File: src/rtl/uart_pkg.sv
// Shared types for the UART transmit arbiter.
package uart_pkg;
  localparam int UART_DATA_W = 8;

  typedef enum logic [1:0] {
    IDLE  = 2'd0,
    START = 2'd1,
    BUSY  = 2'd2
  } arb_state_e;
endpackage

File: src/rtl/rr_picker.sv
// Combinational round-robin select: first valid index at or after ptr_i, wrapping.
module rr_picker #(
  parameter  int NUM_REQ = 4,
  localparam int IDW     = $clog2(NUM_REQ)
) (
  input  logic [NUM_REQ-1:0] valid_i,
  input  logic [IDW-1:0]     ptr_i,
  output logic [IDW-1:0]     idx_o,
  output logic               found_o
);
  logic [IDW:0] pos;

  // Scan from the farthest offset down so the nearest valid index wins.
  always_comb begin
    idx_o   = '0;
    found_o = 1'b0;
    pos     = '0;
    for (int k = NUM_REQ - 1; k >= 0; k--) begin
      pos = {1'b0, ptr_i} + (IDW+1)'(k);
      if (pos >= (IDW+1)'(NUM_REQ)) pos = pos - (IDW+1)'(NUM_REQ);
      if (valid_i[pos[IDW-1:0]]) begin
        idx_o   = pos[IDW-1:0];
        found_o = 1'b1;
      end
    end
  end
endmodule

File: src/rtl/uart_tx_arbiter.sv
// Round-robin arbiter sharing one UART_Tx among NUM_REQ byte sources.
// Optional send-to-done watchdog enabled by defining UART_ARB_TIMEOUT_EN.
module uart_tx_arbiter
  import uart_pkg::*;
#(
  parameter  int NUM_REQ     = 4,
`ifdef UART_ARB_TIMEOUT_EN
  parameter  int TIMEOUT_CYC = 65535,
`endif
  localparam int IDW         = $clog2(NUM_REQ)
) (
  input  logic                                  clk_i,
  input  logic                                  rst_i,
  input  logic [NUM_REQ-1:0]                    req_valid_i,
  input  logic [NUM_REQ-1:0][UART_DATA_W-1:0]   req_data_i,
  output logic [NUM_REQ-1:0]                    req_ready_o,
  output logic                                  tx_send_o,
  output logic [UART_DATA_W-1:0]                tx_data_o,
  input  logic                                  tx_active_i,
  input  logic                                  tx_done_i,
  output logic [IDW-1:0]                        grant_id_o,
  output logic                                  busy_o,
  output logic                                  done_pulse_o
`ifdef UART_ARB_TIMEOUT_EN
  ,
  output logic                                  timeout_err_o
`endif
);
  arb_state_e                   state_q;
  logic [IDW-1:0]               rr_ptr_q, rr_ptr_d;
  logic [IDW-1:0]               grant_id_q;
  logic [NUM_REQ-1:0]           req_ready_q;
  logic                         tx_send_q, done_pulse_q;
  logic [UART_DATA_W-1:0]       tx_data_q;
  logic [IDW-1:0]               pick_idx;
  logic                         pick_found;
  logic                         to_hit;

  rr_picker #(.NUM_REQ(NUM_REQ)) u_pick (
    .valid_i (req_valid_i),
    .ptr_i   (rr_ptr_q),
    .idx_o   (pick_idx),
    .found_o (pick_found)
  );

  assign rr_ptr_d = (grant_id_q == IDW'(NUM_REQ - 1)) ? '0 : grant_id_q + IDW'(1);

`ifdef UART_ARB_TIMEOUT_EN
  localparam int CNT_W = $clog2(TIMEOUT_CYC + 1);
  logic [CNT_W-1:0] cnt_q;
  logic             timeout_err_q;

  // Completion on the last allowed cycle beats the watchdog.
  assign to_hit = (state_q != IDLE) && !tx_done_i && (cnt_q == CNT_W'(TIMEOUT_CYC - 1));

  always_ff @(posedge clk_i) begin
    if (rst_i) begin
      cnt_q         <= '0;
      timeout_err_q <= 1'b0;
    end else begin
      cnt_q <= (state_q == IDLE) ? '0 : cnt_q + CNT_W'(1);
      if (to_hit) timeout_err_q <= 1'b1;
    end
  end

  assign timeout_err_o = timeout_err_q;
`else
  assign to_hit = 1'b0;
`endif

  always_ff @(posedge clk_i) begin
    if (rst_i) begin
      state_q      <= IDLE;
      rr_ptr_q     <= '0;
      grant_id_q   <= '0;
      req_ready_q  <= '0;
      tx_send_q    <= 1'b0;
      tx_data_q    <= '0;
      done_pulse_q <= 1'b0;
    end else begin
      req_ready_q  <= '0;
      done_pulse_q <= 1'b0;
      case (state_q)
        IDLE: if (pick_found) begin
          tx_data_q   <= req_data_i[pick_idx];
          grant_id_q  <= pick_idx;
          req_ready_q <= NUM_REQ'(1) << pick_idx;
          tx_send_q   <= 1'b1;
          state_q     <= START;
        end
        START: begin
          if (tx_done_i) begin
            tx_send_q    <= 1'b0;
            done_pulse_q <= 1'b1;
            rr_ptr_q     <= rr_ptr_d;
            state_q      <= IDLE;
          end else if (to_hit) begin
            tx_send_q <= 1'b0;
            rr_ptr_q  <= rr_ptr_d;
            state_q   <= IDLE;
          end else if (tx_active_i) begin
            tx_send_q <= 1'b0;
            state_q   <= BUSY;
          end
        end
        BUSY: begin
          if (tx_done_i) begin
            done_pulse_q <= 1'b1;
            rr_ptr_q     <= rr_ptr_d;
            state_q      <= IDLE;
          end else if (to_hit) begin
            rr_ptr_q <= rr_ptr_d;
            state_q  <= IDLE;
          end
        end
        default: state_q <= IDLE;
      endcase
    end
  end

  assign req_ready_o  = req_ready_q;
  assign tx_send_o    = tx_send_q;
  assign tx_data_o    = tx_data_q;
  assign grant_id_o   = grant_id_q;
  assign busy_o       = (state_q != IDLE);
  assign done_pulse_o = done_pulse_q;
endmodule

File: config.mk
export PLATFORM = sky130hd
export DESIGN_NAME = uart_tx_arbiter
export DESIGN_NICKNAME = d
export VERILOG_FILES = /design/src/rtl/uart_pkg.sv /design/src/rtl/rr_picker.sv /design/src/rtl/uart_tx_arbiter.sv
export SDC_FILE = /design/constraint.sdc
export NUM_CORES = 1
export LEC_CHECK = 0
export ABC_AREA = 1
export CAP_MARGIN = 10
export CORE_ASPECT_RATIO = 0.7
export CORE_UTILIZATION = 44
export CTS_CLUSTER_DIAMETER = 200
export CTS_CLUSTER_SIZE = 12
export DETAILED_ROUTE_END_ITERATION = 16
export GPL_TIMING_DRIVEN = 0
export PLACE_DENSITY = 0.93
export SYNTH_ARGS = -nofsm -noshare
export SYNTH_HDL_FRONTEND = slang
export SYNTH_SLANG_ARGS = --single-unit
File: constraint.sdc
create_clock -name clk_i -period 3.73 [get_ports clk_i]
set_input_delay 0.5595 -clock clk_i [delete_from_list [all_inputs] [get_ports clk_i]]
set_output_delay 0.5595 -clock clk_i [all_outputs]
set_load 0.01 [all_outputs]
==> metrics.log <==
[metrics] detailed placement HPWL: 2830 microns
[metrics] site row count: 15
[metrics] r2r setup slk: 1.93 ns
[metrics] nature of the critical path endpoint: output port
[metrics] number of antenna violations at the first check in global routing: 0
[metrics] DIE AREA: 0.00308 sq mm
[metrics] detailed-route wire length: 3820 microns
[metrics] clock tree from TritonCTS: yes
[metrics] Core Region: 0.00259 sq mm
[metrics] relative max-transition margin: 0.833
[metrics] number of library cell types mapped by synthesis: 22
[metrics] DR iter-0 viols: 69
[metrics] final design instance area without fill: 0.00193 sq mm
[metrics] Pwr per Cell Area: 825 mW/mm^2
[metrics] sequential fraction of the synthesis area: 0.318
[metrics] clock sink total: 20
[metrics] Antenna Diode Count: 0
[metrics] Max Freq: 482 MHz
[metrics] max-cap violation count: 0
[metrics] nets: 302
[metrics] commonest non-fill, non-tap cell in the layout: sky130_fd_sc_hd__nand2_1
[metrics] GRT Residual Overflow: 0
[metrics] warnings from Yosys: 0
[metrics] Synth-to-Final Area Change: 53.6%
[metrics] via count of the first global-routing pass: 1324
[metrics] setup repair after global routing missed its margin: no
[metrics] Mapped Area: 0.00126 sq mm
[metrics] maximum number of pins on one net before global-route repair: 13
[metrics] class of the tightest hold or removal check: flop to flop
[metrics] cell repeated most along the worst path: sky130_fd_sc_hd__inv_1
[metrics] number of failing hold endpoints at the final stage: 0
[metrics] outcome: completed
[metrics] Leakage: 0.000907 uW
[metrics] CTS Hold Bufs: 0
[metrics] Synth Register Bits: 20
[metrics] slew at the pin closest to its max-slew limit: 0.250 ns
[metrics] DRT Pass-1 Iters: 5
[metrics] worst path arrival time: 1.51 ns
[metrics] post-DR vias/cell: 5.17
[metrics] vias post-DR: 1498
[metrics] clk root buf: sky130_fd_sc_hd__clkbuf_8
[metrics] cell-by-cell trace of the critical path: inv_1, ha_1, inv_1, clkdlybuf4s50_1
[metrics] fraction of the cycle the final worst path needs: 0.556
[metrics] global-route usage over all layers: 0.258
[metrics] post-cts repair resize count: 0
[metrics] Die Y-Extent: 46.8 microns
[metrics] residual antenna-violating net count after detailed routing: 0
[metrics] wire length of the first global-routing pass: 5760 microns
[metrics] Placer Congestion: 0.784
[metrics] launch instance of the worst register-to-register path: rr_ptr_q[1]
[metrics] Register-to-Register Path Depth: 13
[metrics] post-CTS repair timing setup buffer count: 0
[metrics] kind of critical path: flop to output port
[metrics] placed instance area: 0.00186 sq mm
[metrics] Final Slew Violations: 0
[metrics] share of final-layout standard cells stronger than drive strength 1: 0.0898
[metrics] number of port buffers: 56
[metrics] maximum root-to-sink buffer count: 2
[metrics] top library cells by usage in the layout, fill and taps aside: sky130_fd_sc_hd__nand2_1 (69), sky130_fd_sc_hd__clkdlybuf4s50_1 (56), sky130_fd_sc_hd__nand3_1 (47), sky130_fd_sc_hd__dfxtp_1 (20), sky130_fd_sc_hd__inv_1 (13)
[metrics] number of instances in the synthesized netlist: 196
[metrics] capture point of the worst path: busy_o
[metrics] highest cell delay on the worst timing path: 0.52 ns
[metrics] share of the core filled with cells: 0.746
[metrics] average routed wire per standard cell: 13.2 microns
[metrics] slowest stage cell, crit path: sky130_fd_sc_hd__clkdlybuf4s50_1
[metrics] net count of the mapped netlist: 241
[metrics] worst setup skew after layout: 0.00599 ns
[metrics] die width: 65.9 microns
[metrics] data required time of the worst path: 3.17 ns
[metrics] largest fanout on the critical path: 4
[metrics] initial standard-cell utilization of the core: 0.486
[metrics] clock latency on the worst-skew pair: 0.27 ns
[metrics] Reg-to-Reg End: tx_data_o[6]
[metrics] IO Count: 57
[metrics] number of H-tree levels: 1
[metrics] Pwr Total: 1590 uW
[metrics] beginning of the critical path: state_q[0]
[metrics] remaining routing DRC violations: 0
[metrics] count of final setup violators: 0
[metrics] Worst-path clk slew: 0.08 ns
[metrics] highest ir drop seen on vdd: 0.558 mV
[metrics] Hold Slack: 0.453 ns
[metrics] mean instance size in the synthesized netlist: 6.42 sq um
[metrics] Setup TNS Final: 0 ns
[metrics] Final Critical Period: 2.07 ns
[metrics] type of element launching the critical path: flop
[metrics] total clock buffers created by CTS: 3
-- critical path: cells and delay by family (launching register included) --
kind	cells	cell delay [ns]
fa+ha+maj	1	0.24
buf+inv	3	0.67
flops	1	0.34
-- kinds of logic after synthesis --
family / Yosys count / share of synthesized area
simple gates: 137 / 0.491
buf+inv: 24 / 0.0964
flops: 20 / 0.318
compound gates: 9 / 0.0378
fa+ha+maj: 5 / 0.0497
xor+xnor: 1 / 0.00696
-- stage by stage --
| stage | instances | setup slack [ns] |
|---|---|---|
| finish | 290 | 1.66 |
| global route | 290 | 1.57 |
| CTS | 290 | 1.64 |
| detailed placement | 286 | 1.45 |
| global placement | 286 | 1.50 |
| floorplan | 196 | 2.09 |
-- state kept, by name (all words and copies together), names as in the netlist --
name / count
state_q: 2
req_ready_o: 4
rr_ptr_q: 2
done_pulse_o: 1
grant_id_o: 2
tx_data_o: 8
tx_send_o: 1
-- synth_stat cells --
cell | count | area [sq um]
sky130_fd_sc_hd__nor2_1 | 11 | 41.3
sky130_fd_sc_hd__nand4_1 | 1 | 6.26
sky130_fd_sc_hd__dfxtp_1 | 20 | 400
sky130_fd_sc_hd__o21ai_1 | 2 | 10.0
sky130_fd_sc_hd__nand3_2 | 1 | 10.0
sky130_fd_sc_hd__buf_4 | 2 | 15.0
sky130_fd_sc_hd__nand3_4 | 1 | 17.5
sky130_fd_sc_hd__o21ai_0 | 2 | 10.0
sky130_fd_sc_hd__buf_2 | 1 | 5.00
sky130_fd_sc_hd__o21bai_1 | 1 | 7.51
sky130_fd_sc_hd__nand3_1 | 47 | 235
sky130_fd_sc_hd__a21oi_1 | 4 | 20.0
sky130_fd_sc_hd__xnor2_1 | 1 | 8.76
sky130_fd_sc_hd__ha_1 | 5 | 62.6
sky130_fd_sc_hd__nand2_4 | 1 | 11.3
sky130_fd_sc_hd__and3_1 | 1 | 6.26
sky130_fd_sc_hd__inv_1 | 13 | 48.8
sky130_fd_sc_hd__nand2_1 | 69 | 259
sky130_fd_sc_hd__inv_2 | 5 | 18.8
sky130_fd_sc_hd__nor2_2 | 1 | 6.26
sky130_fd_sc_hd__nand2_2 | 4 | 25.0
sky130_fd_sc_hd__buf_6 | 3 | 33.8
-- worst min-delay path by stage --
| stage | startpoint | end | slack [ns] | cells past startpoint |
|---|---|---|---|---|
| final | tx_data_o[1] | tx_data_o[1] | 0.45 | 2 |
| after global routing | tx_data_o[1] | tx_data_o[1] | 0.46 | 2 |
| after detailed placement | tx_data_o[1] | tx_data_o[1] | 0.45 | 2 |
| after global placement | tx_data_o[6] | tx_data_o[6] | 0.44 | 2 |
| after CTS | tx_data_o[1] | tx_data_o[1] | 0.46 | 2 |
| after floorplan | tx_data_o[0] | tx_data_o[0] | 0.47 | 2 |
-- power by group --
part           switching, uW  internal, uW  total, uW
registers               44.4           293        338
logic                    607           429       1040
clock network           77.7           143        221
-- layer usage --
metal | vias up | track usage | wire length [microns]
met5 | - | 0 | 0
met4 | 0 | 0.139 | 104
met3 | 10 | 0.0558 | 192
met2 | 48 | 0.414 | 1760
met1 | 690 | 0.332 | 1770
li1 | 750 | - | -
-- layout make-up --
| class | count | area [sq um] |
|---|---|---|
| fill | 212 | 657 |
| inverter | 18 | 67.6 |
| sequential | 20 | 400 |
| tap | 34 | 42.5 |
| clock inverter | 1 | 30.0 |
| timing repair buffer | 56 | 561 |
| buffer | 6 | 53.8 |
| multi-input combinational | 152 | 737 |
| clock buffer | 3 | 41.3 |
Power figures use the tool's default switching activity.
